File: src/rtl/traffic_pkg.sv
// Shared types for the two-road intersection controller: FSM states, light
// encodings and the decoded light pair.
package traffic_pkg;

    typedef enum logic [2:0] {
        StMajGreen,
        StMajYellow,
        StAllRed1,
        StMinGreen,
        StMinYellow,
        StAllRed2,
        StFlash
    } state_e;

    localparam logic [2:0] RED    = 3'b100;
    localparam logic [2:0] YELLOW = 3'b010;
    localparam logic [2:0] GREEN  = 3'b001;
    localparam logic [2:0] OFF    = 3'b000;

    typedef struct packed {
        logic [2:0] major;
        logic [2:0] minor;
    } lights_t;

    // Light pair shown in a given state; phase only matters while flashing.
    function automatic lights_t decode_lights(input state_e st, input logic phase);
        lights_t l;
        l.major = RED;
        l.minor = RED;
        case (st)
            StMajGreen:  l.major = GREEN;
            StMajYellow: l.major = YELLOW;
            StMinGreen:  l.minor = GREEN;
            StMinYellow: l.minor = YELLOW;
            StFlash: begin
                if (phase) begin
                    l.major = OFF;
                    l.minor = OFF;
                end else begin
                    l.major = YELLOW;
                end
            end
            default: ;
        endcase
        return l;
    endfunction

endpackage

File: src/rtl/phase_timer.sv
// Phase timer: up-counter with synchronous clear that saturates at all-ones.
module phase_timer #(
    parameter int unsigned CNT_W = 8
) (
    input  logic             clock,
    input  logic             reset,
    input  logic             clear,
    output logic [CNT_W-1:0] count
);

    always_ff @(posedge clock or negedge reset) begin
        if (!reset) begin
            count <= '0;
        end else if (clear) begin
            count <= '0;
        end else if (count != {CNT_W{1'b1}}) begin
            count <= count + CNT_W'(1);
        end
    end

endmodule

File: src/rtl/traffic_intersection_ctrl.sv
// Two-road intersection controller with minor-road extension, pedestrian walk
// latch and a flashing mode reached only through yellow and all-red.
module traffic_intersection_ctrl
    import traffic_pkg::*;
#(
    parameter int unsigned CNT_W           = 8,
    parameter int unsigned MAJOR_MIN_GREEN = 8,
    parameter int unsigned MINOR_MIN_GREEN = 4,
    parameter int unsigned MINOR_MAX_GREEN = 10,
    parameter int unsigned YELLOW_TIME     = 3,
    parameter int unsigned ALL_RED_TIME    = 2,
    parameter int unsigned FLASH_HALF      = 4
) (
    input  logic       clock,
    input  logic       reset,
    input  logic       sensor,
    input  logic       ped_req,
    input  logic       flash_mode,
    output logic [2:0] major,
    output logic [2:0] minor,
    output logic       ped_walk
);

    localparam logic [CNT_W-1:0] MajMinLast = CNT_W'(MAJOR_MIN_GREEN - 1);
    localparam logic [CNT_W-1:0] MinMinLast = CNT_W'(MINOR_MIN_GREEN - 1);
    localparam logic [CNT_W-1:0] MinMaxLast = CNT_W'(MINOR_MAX_GREEN - 1);
    localparam logic [CNT_W-1:0] YellowLast = CNT_W'(YELLOW_TIME - 1);
    localparam logic [CNT_W-1:0] AllRedLast = CNT_W'(ALL_RED_TIME - 1);
    localparam logic [CNT_W-1:0] FlashLast  = CNT_W'(FLASH_HALF - 1);

    state_e           state_q, state_d;
    logic [CNT_W-1:0] t;
    logic             state_change;
    logic             ped_pending_q, ped_pending_d;
    logic             walk_flag_q, walk_flag_d;
    logic             flash_phase_q, flash_phase_d;
    logic [CNT_W-1:0] flash_cnt_q, flash_cnt_d;
    lights_t          lights_d;

    assign state_change = (state_d != state_q);

    phase_timer #(
        .CNT_W(CNT_W)
    ) u_phase_timer (
        .clock(clock),
        .reset(reset),
        .clear(state_change),
        .count(t)
    );

    always_comb begin
        state_d = state_q;
        case (state_q)
            StMajGreen: begin
                if (flash_mode || (t >= MajMinLast && (sensor || ped_pending_q))) begin
                    state_d = StMajYellow;
                end
            end
            StMajYellow: begin
                if (t == YellowLast) state_d = StAllRed1;
            end
            StAllRed1: begin
                if (t == AllRedLast) state_d = flash_mode ? StFlash : StMinGreen;
            end
            StMinGreen: begin
                if (flash_mode || (t >= MinMinLast && !sensor) || t == MinMaxLast) begin
                    state_d = StMinYellow;
                end
            end
            StMinYellow: begin
                if (t == YellowLast) state_d = StAllRed2;
            end
            StAllRed2: begin
                if (t == AllRedLast) state_d = flash_mode ? StFlash : StMajGreen;
            end
            StFlash: begin
                if (!flash_mode) state_d = StAllRed2;
            end
            default: state_d = StMajGreen;
        endcase
    end

    // Pedestrian latch: requests during minor green are dropped, and the walk
    // decision is frozen at minor-green entry.
    always_comb begin
        ped_pending_d = ped_pending_q;
        walk_flag_d   = 1'b0;
        if (state_q == StMinGreen) begin
            walk_flag_d = (state_d == StMinGreen) ? walk_flag_q : 1'b0;
        end else if (state_d == StMinGreen) begin
            walk_flag_d   = ped_pending_q | ped_req;
            ped_pending_d = 1'b0;
        end else begin
            ped_pending_d = ped_pending_q | ped_req;
        end
    end

    // Flash phase restarts at 0 on every FLASH entry.
    always_comb begin
        flash_cnt_d   = '0;
        flash_phase_d = 1'b0;
        if (state_q == StFlash && state_d == StFlash) begin
            if (flash_cnt_q == FlashLast) begin
                flash_phase_d = ~flash_phase_q;
            end else begin
                flash_cnt_d   = flash_cnt_q + CNT_W'(1);
                flash_phase_d = flash_phase_q;
            end
        end
    end

    assign lights_d = decode_lights(state_d, flash_phase_d);

    always_ff @(posedge clock or negedge reset) begin
        if (!reset) begin
            state_q       <= StMajGreen;
            ped_pending_q <= 1'b0;
            walk_flag_q   <= 1'b0;
            flash_phase_q <= 1'b0;
            flash_cnt_q   <= '0;
            major         <= GREEN;
            minor         <= RED;
            ped_walk      <= 1'b0;
        end else begin
            state_q       <= state_d;
            ped_pending_q <= ped_pending_d;
            walk_flag_q   <= walk_flag_d;
            flash_phase_q <= flash_phase_d;
            flash_cnt_q   <= flash_cnt_d;
            major         <= lights_d.major;
            minor         <= lights_d.minor;
            ped_walk      <= walk_flag_d;
        end
    end

endmodule

File: config.mk
export PLATFORM = sky130hd
export DESIGN_NAME = traffic_intersection_ctrl
export DESIGN_NICKNAME = d
export VERILOG_FILES = /design/src/rtl/traffic_pkg.sv /design/src/rtl/phase_timer.sv /design/src/rtl/traffic_intersection_ctrl.sv
export SDC_FILE = /design/constraint.sdc
export NUM_CORES = 1
export LEC_CHECK = 0
export CORE_ASPECT_RATIO = 0.7
export CORE_MARGIN = 1
export CORE_UTILIZATION = 35
export DETAILED_ROUTE_END_ITERATION = 7
export GPL_ROUTABILITY_DRIVEN = 0
export SLEW_MARGIN = 20
export SYNTH_ARGS = -nofsm -noshare
export SYNTH_HDL_FRONTEND = slang
export SYNTH_SLANG_ARGS = --single-unit
File: constraint.sdc
create_clock -name clock -period 2.5 [get_ports clock]
set_input_delay 0.375 -clock clock [delete_from_list [all_inputs] [get_ports clock]]
set_output_delay 0.375 -clock clock [all_outputs]
set_load 0.02 [all_outputs]
==> results of run 1 <==
[registers in the layout, summed over array words and instances, names as in the netlist]
| register | cells |
|---|---|
| state_q | 3 |
| flash_phase_q | 1 |
| walk_flag_q | 1 |
| u_phase_timer.count | 8 |
| minor | 3 |
| ped_pending_q | 1 |
| flash_cnt_q | 8 |
| major | 3 |
[power by group]
part           switching, W  internal [W]
clock network      0.000138      0.000141
registers          0.000127      0.000564
logic              0.000414      0.000386
[final timing paths]
path,depth (start not counted),slack (ps),end
max reg2reg,7,190,u_phase_timer.count[1]
max,7,190,u_phase_timer.count[1]
max in group asynchronous,2,1740,major[0]
min in group clock,1,510,flash_cnt_q[0]
min,2,460,walk_flag_q
min reg2reg,1,510,flash_cnt_q[0]
[through the flow]
step / utilization [%] / hold slack [ps]
floorplan: - / 79.4
global placement: 42.6 / 496
detailed placement: 42.6 / 505
CTS: 43.9 / 480
global route: 43.9 / 509
finish: 43.9 / 456
[synthesized netlist by cell type, drive strengths merged, types with 3 or more instances]
cell / number / area (um^2)
a21oi: 5 / 25.0
and3: 6 / 37.5
clkbuf: 7 / 26.3
dfrtp: 26 / 651
ha: 4 / 50.1
inv: 5 / 18.8
nand2: 13 / 48.8
nand2b: 3 / 18.8
nand3: 9 / 45.0
nand4: 6 / 37.5
nor2: 23 / 86.3
nor2b: 6 / 37.5
nor3: 5 / 25.0
o21ai: 3 / 15.0
xnor2: 3 / 26.3
xor2: 9 / 78.8
[cell type report]
type	instances	share of cell area, %
multi-input combinational	124	44.6
clock buffer	4	3.08
timing repair buffer	16	8.27
tap	52	3.64
sequential	28	39.4
inverter	5	1.05
[worst max-delay path: stages, from the launching register on]
cell and delay [ps]:
dfrtp_1 450, ha_1 290, a211oi_1 270, a211o_1 160, o311ai_1 130, a211o_1 320
or3b_4 420, a211oi_2 190
[metal layers]
layer	GRT usage, %	vias to the layer above	wire, um
met5	0	-	0
met4	3.32	0	39
met3	4.00	6	160
met2	23.6	31	1350
met1	21.6	583	1520
li1	-	598	-
[cell families after synthesis]
group	count (synthesis)	synth area share, %
simple gates	81	27.7
flops	28	45.5
compound gates	24	11.5
xor+xnor	12	6.81
buf+inv	12	2.92
fa+ha+maj	4	3.24
mux	3	2.27
==> results.py, run 1 <==
metrics = {
    "timing": {
        "rsz0062_at_grt": "false",
        "maxSlewViolCount": 0,
        "fmax_ghz": 0.434,
        "period_needed_ps": 2310,
        "finalSetupTns_ps": 0,
        "tightest_slew_ps": 420,
        "fin_skew_ps": 2.13,
        "setup_viol": 0,
        "layout_setup_ws_ps": 193,
        "fin_crit_sh_pct": 92.3,
        "relSlewSlack_pct": 71.5,
        "finalHoldViolCount": 0,
    },
    "worst_setup_path": {
        "worstPathRequired_ps": 2700,
        "end_kind": "flop",
        "worstPathArrival_ps": 2510,
        "r2r-start": "u_phase_timer.count[0]",
        "path_class": "flop to flop",
        "critPathLaunch": "u_phase_timer.count[0]",
        "critPathMaxFanout": 6,
        "crit_path_start_kind": "flop",
    },
    "worst_hold_path": {
        "worst_hold_path_type": "primary input to asynchronous set/reset pin",
    },
    "synthesis": {
        "synth.avg_cell_area_um2": 9.41,
        "synth-async-reset-ratio_pct": 100,
        "ys_seq_area_share_pct": 45.5,
        "netlist_area_mm2": 0.00154,
        "synth_edf_count": 0,
        "ys_warn_count": 0,
        "synth_nets": 173,
        "synth-main-ff-cell": "dfrtp_1",
        "ys_ff_latch": 28,
        "synth_cell_types": 42,
        "synthesis.instances": 164,
    },
    "power": {
        "power.total_w": 0.00177,
        "p_per_area_mw_per_mm2": 991,
        "leakagePower_nw": 0.810,
        "ir_drop_mv": 0.525,
    },
    "floorplan": {
        "die_width_um": 81.4,
        "fp.dieArea_mm2": 0.00469,
        "start_util_pct": 38.0,
        "rows": 19,
        "io_pins": 12,
        "coreArea_mm2": 0.00407,
        "die_h_um": 57.6,
    },
    "clock_tree": {
        "hold_buffers": 0,
        "post_cts_resized": 0,
        "htreeDepth": 1,
        "cts-buffers-inserted": 3,
        "ctsLongestPathBuffers": 2,
        "cts_tree": "built",
        "clk_pin_slew_ps": 90,
        "cts_setup_buffers": 0,
        "cts-root-buf": "clkbuf_8",
        "worstSkewPairLatency_ps": 270,
        "clkSinkCount": 28,
    },
    "finish": {
        "multi_input_area_um2": 796,
        "stdcell_count": 229,
        "area_delta_synth_final_pct": 15.6,
        "final_common_cell": "dfrtp_1",
        "final_area_mm2": 0.00179,
        "antennaDiodeCount": 0,
        "n_fill_cell": 390,
        "nets": 187,
        "mostFrequentLayoutCells": "26 x dfrtp_1, 23 x nor2_1, 13 x nand2_1",
        "drive_above_1_share_pct": 9.04,
        "regArea_um2": 703,
    },
    "route": {
        "wire_per_inst_um": 13.4,
        "viasPerCell": 5.32,
        "detail-route-antenna-nets": 0,
        "drt-pass1-iter-count": 4,
        "routed_wirelength_mm": 3.07,
        "drt-initial-drc-count": 53,
        "drcViolationCount": 0,
        "via_count": 1218,
    },
    "global_routing": {
        "grt_max_degree": 29,
        "grt_pass1_vias": 1182,
        "grt_pass1_wl_mm": 5.45,
        "grt_usage_pct": 15.3,
        "gr-total-overflow": 0,
        "antenna_found_initial": 0,
    },
    "placed_design": {
        "placed_cell_area_mm2": 0.00173,
        "place_inst": 225,
        "io_buffers": 11,
        "post-place-ws_ps": 111,
        "dp_hpwl_mm": 2.28,
    },
    "status": {
        "status": "finished, final reports clean",
    },
    "run": {
        "maxCapViolations": 0,
    },
}
Power figures use the tool's default switching activity.
==> run 2: changes to the inputs <==
--- a/config.mk
+++ b/config.mk
@@ -13,4 +13,5 @@
 export SLEW_MARGIN = 20
 export SYNTH_ARGS = -nofsm -noshare
 export SYNTH_HDL_FRONTEND = slang
+export SYNTH_HIERARCHICAL = 1
 export SYNTH_SLANG_ARGS = --single-unit
==> run 2 against run 1 <==
Net effect:
- final area up 4.3%
- sequential power up 6.1%
- clock power up 27%
- first-iteration DRC count up 83%
- critical path depth unchanged
- global-route usage up 0.80 points
- clock skew up 5.0 ps
- register-to-register slack worse by 30 ps
- flip-flop and latch count unchanged
- largest cell class unchanged
==> results.py, run 2 <==
metrics = {
    "status": {
        "status": "finished, final reports clean",
    },
    "placed_design": {
        "place_inst": 231,
        "dp_hpwl_mm": 2.70,
        "io_buffers": 11,
    },
    "synthesis": {
        "synth_top_area_share_pct": 40.5,
        "synthesis.instances": 166,
        "synthMuxAreaShare_pct": 1.25,
        "synth_top_family_by_area": "simple AND/OR/NAND/NOR gates",
        "yosys-top-cells-area": "dfrtp_1 40%, dfstp_2 3.3%, nor2_1 3.0%",
        "netlist_area_mm2": 0.00161,
        "synth_nets": 173,
        "netlist_top_cells_count": "26 x dfrtp_1, 13 x nor2_1, 9 x a21oi_1, 9 x o21ai_0",
        "synth_xor_area_share_pct": 3.27,
        "synth_compound_area_share_pct": 17.1,
        "synth.avg_cell_area_um2": 9.68,
        "synth-async-reset-ratio_pct": 100,
        "yosys.area.top_type": "dfrtp_1",
        "synth-main-ff-cell": "dfrtp_1",
        "synthSimpleGateAreaFrac_pct": 29.7,
        "synthAdderAreaFrac_pct": 1.56,
        "ys_ff_latch": 28,
        "synth_cell_types": 51,
        "yosysMostFrequentCell": "dfrtp_1",
        "ys_warn_count": 6,
        "synth_edf_count": 0,
        "ys_seq_area_share_pct": 43.8,
    },
    "global_routing": {
        "grt_max_degree": 29,
        "grt_usage_pct": 16.1,
        "gr-total-overflow": 0,
        "antenna_found_initial": 0,
        "grt_pass1_wl_mm": 6.30,
        "grt_pass1_vias": 1275,
    },
    "timing": {
        "finalSetupTns_ps": 0,
        "fmax_ghz": 0.428,
        "setup_viol": 0,
        "maxSlewViolCount": 0,
        "finalHoldViolCount": 0,
        "relSlewSlack_pct": 67.5,
        "period_needed_ps": 2340,
        "rsz0062_at_grt": "false",
        "fin_skew_ps": 7.10,
        "fin_crit_sh_pct": 93.5,
        "tightest_slew_ps": 487,
    },
    "finish": {
        "nets": 188,
        "stdcell_count": 235,
        "area_delta_synth_final_pct": 16.0,
        "final_common_cell": "dfrtp_1",
        "mostFrequentLayoutCells": "26 x dfrtp_1, 13 x nor2_1, 11 x clkdlybuf4s50_1",
        "fin_util_pct": 42.5,
        "antennaDiodeCount": 0,
        "top_regs": "flash_cnt_q x8, u_phase_timer/count x8",
        "drive_above_1_share_pct": 13.9,
    },
    "route": {
        "viasPerCell": 5.73,
        "detail-route-antenna-nets": 0,
        "wire_per_inst_um": 16.4,
        "drt-initial-drc-count": 97,
        "drcViolationCount": 0,
        "routed_wirelength_mm": 3.86,
        "drt-pass1-iter-count": 4,
        "via_count": 1347,
    },
    "clock_tree": {
        "ctsLongestPathBuffers": 2,
        "clkSinkCount": 28,
        "hold_buffers": 0,
        "post_cts_resized": 0,
        "cts-root-buf": "clkbuf_8",
        "cts-buffers-inserted": 3,
        "htreeDepth": 1,
        "cts_setup_buffers": 0,
        "worstSkewPairLatency_ps": 270,
        "cts_tree": "built",
        "clk_pin_slew_ps": 100,
    },
    "power": {
        "power.total_w": 0.00193,
        "p_per_area_mw_per_mm2": 1040,
        "ir_drop_mv": 0.394,
        "leakagePower_nw": 0.767,
    },
    "floorplan": {
        "die_width_um": 83.0,
        "io_pins": 12,
        "start_util_pct": 36.7,
        "fp.dieArea_mm2": 0.00487,
        "coreArea_mm2": 0.00438,
        "rows": 20,
        "die_h_um": 58.7,
    },
    "run": {
        "maxCapViolations": 0,
    },
    "worst_setup_path": {
        "worstPathRequired_ps": 2670,
        "end_kind": "flop",
        "path_class": "flop to flop",
        "critPathLaunch": "u_phase_timer/count[6]",
        "reg2reg_slack_ps": 160,
        "critPathMaxFanout": 7,
        "r2r-start": "u_phase_timer/count[6]",
        "worstPathArrival_ps": 2510,
        "crit_path_start_kind": "flop",
    },
    "worst_hold_path": {
        "worst_hold_path_type": "primary input to asynchronous set/reset pin",
    },
}
-- run 2: logic make-up (layout without fill, tap and decap cells) --
family,count (synthesis),after routing
xor+xnor,6,6
mux,2,2
buf+inv,12,26
flops,28,28
fa+ha+maj,2,2
simple gates,74,74
compound gates,42,42
-- run 2: path summary, 6_finish.rpt --
| kind | to | cells after the start |
|---|---|---|
| worst min-delay path | flash_phase_q | 2 |
| worst max register to register | u_phase_timer/count[6] | 7 |
| worst min register to register | flash_cnt_q[0] | 1 |
| min in group clock | flash_cnt_q[0] | 1 |
| worst max-delay path | u_phase_timer/count[6] | 7 |
| max in group asynchronous | major[0] | 2 |
-- run 2: critical path: stages, from the launching register on --
cell and delay [ps]:
dfrtp_1 470, nor4_4 440, a31oi_1 230, nor3_2 370
or2_1 180, o211ai_1 120, buf_4 190, nor3_1 240
-- run 2: metrics by stage --
stage          area [um^2]  hold slack (ps)  setup WS [ps]
2_1_floorplan         1610             79.4            239
3_3_place_gp          1790              509            277
3_5_place_dp          1790              517            182
4_1_cts               1860              481            182
5_1_grt               1860              486           13.4
6_report              1860              464            162
-- run 2: metal layers --
| metal | vias up | wire, um | track usage [%] |
|---|---|---|---|
| met4 | 0 | 25 | 2.71 |
| met5 | - | 0 | 0 |
| li1 | 646 | - | - |
| met3 | 2 | 170 | 2.52 |
| met1 | 661 | 1930 | 22.8 |
| met2 | 38 | 1740 | 26.9 |
-- run 2: report_power, final --
group,internal [W],switching (W),total [W]
registers,0.000557,0.000176,0.000733
logic,0.000381,0.000465,0.000846
clock network,0.000214,0.000139,0.000353
-- run 2: final cells by class --
cell class / count / area, um^2
Fill cell: 414 / 2520
Multi-Input combinational cell: 126 / 848
Sequential cell: 28 / 703
Timing Repair Buffer: 15 / 140
Tap cell: 55 / 68.8
Clock buffer: 3 / 41.3
Inverter: 7 / 31.3
Clock inverter: 1 / 30.0
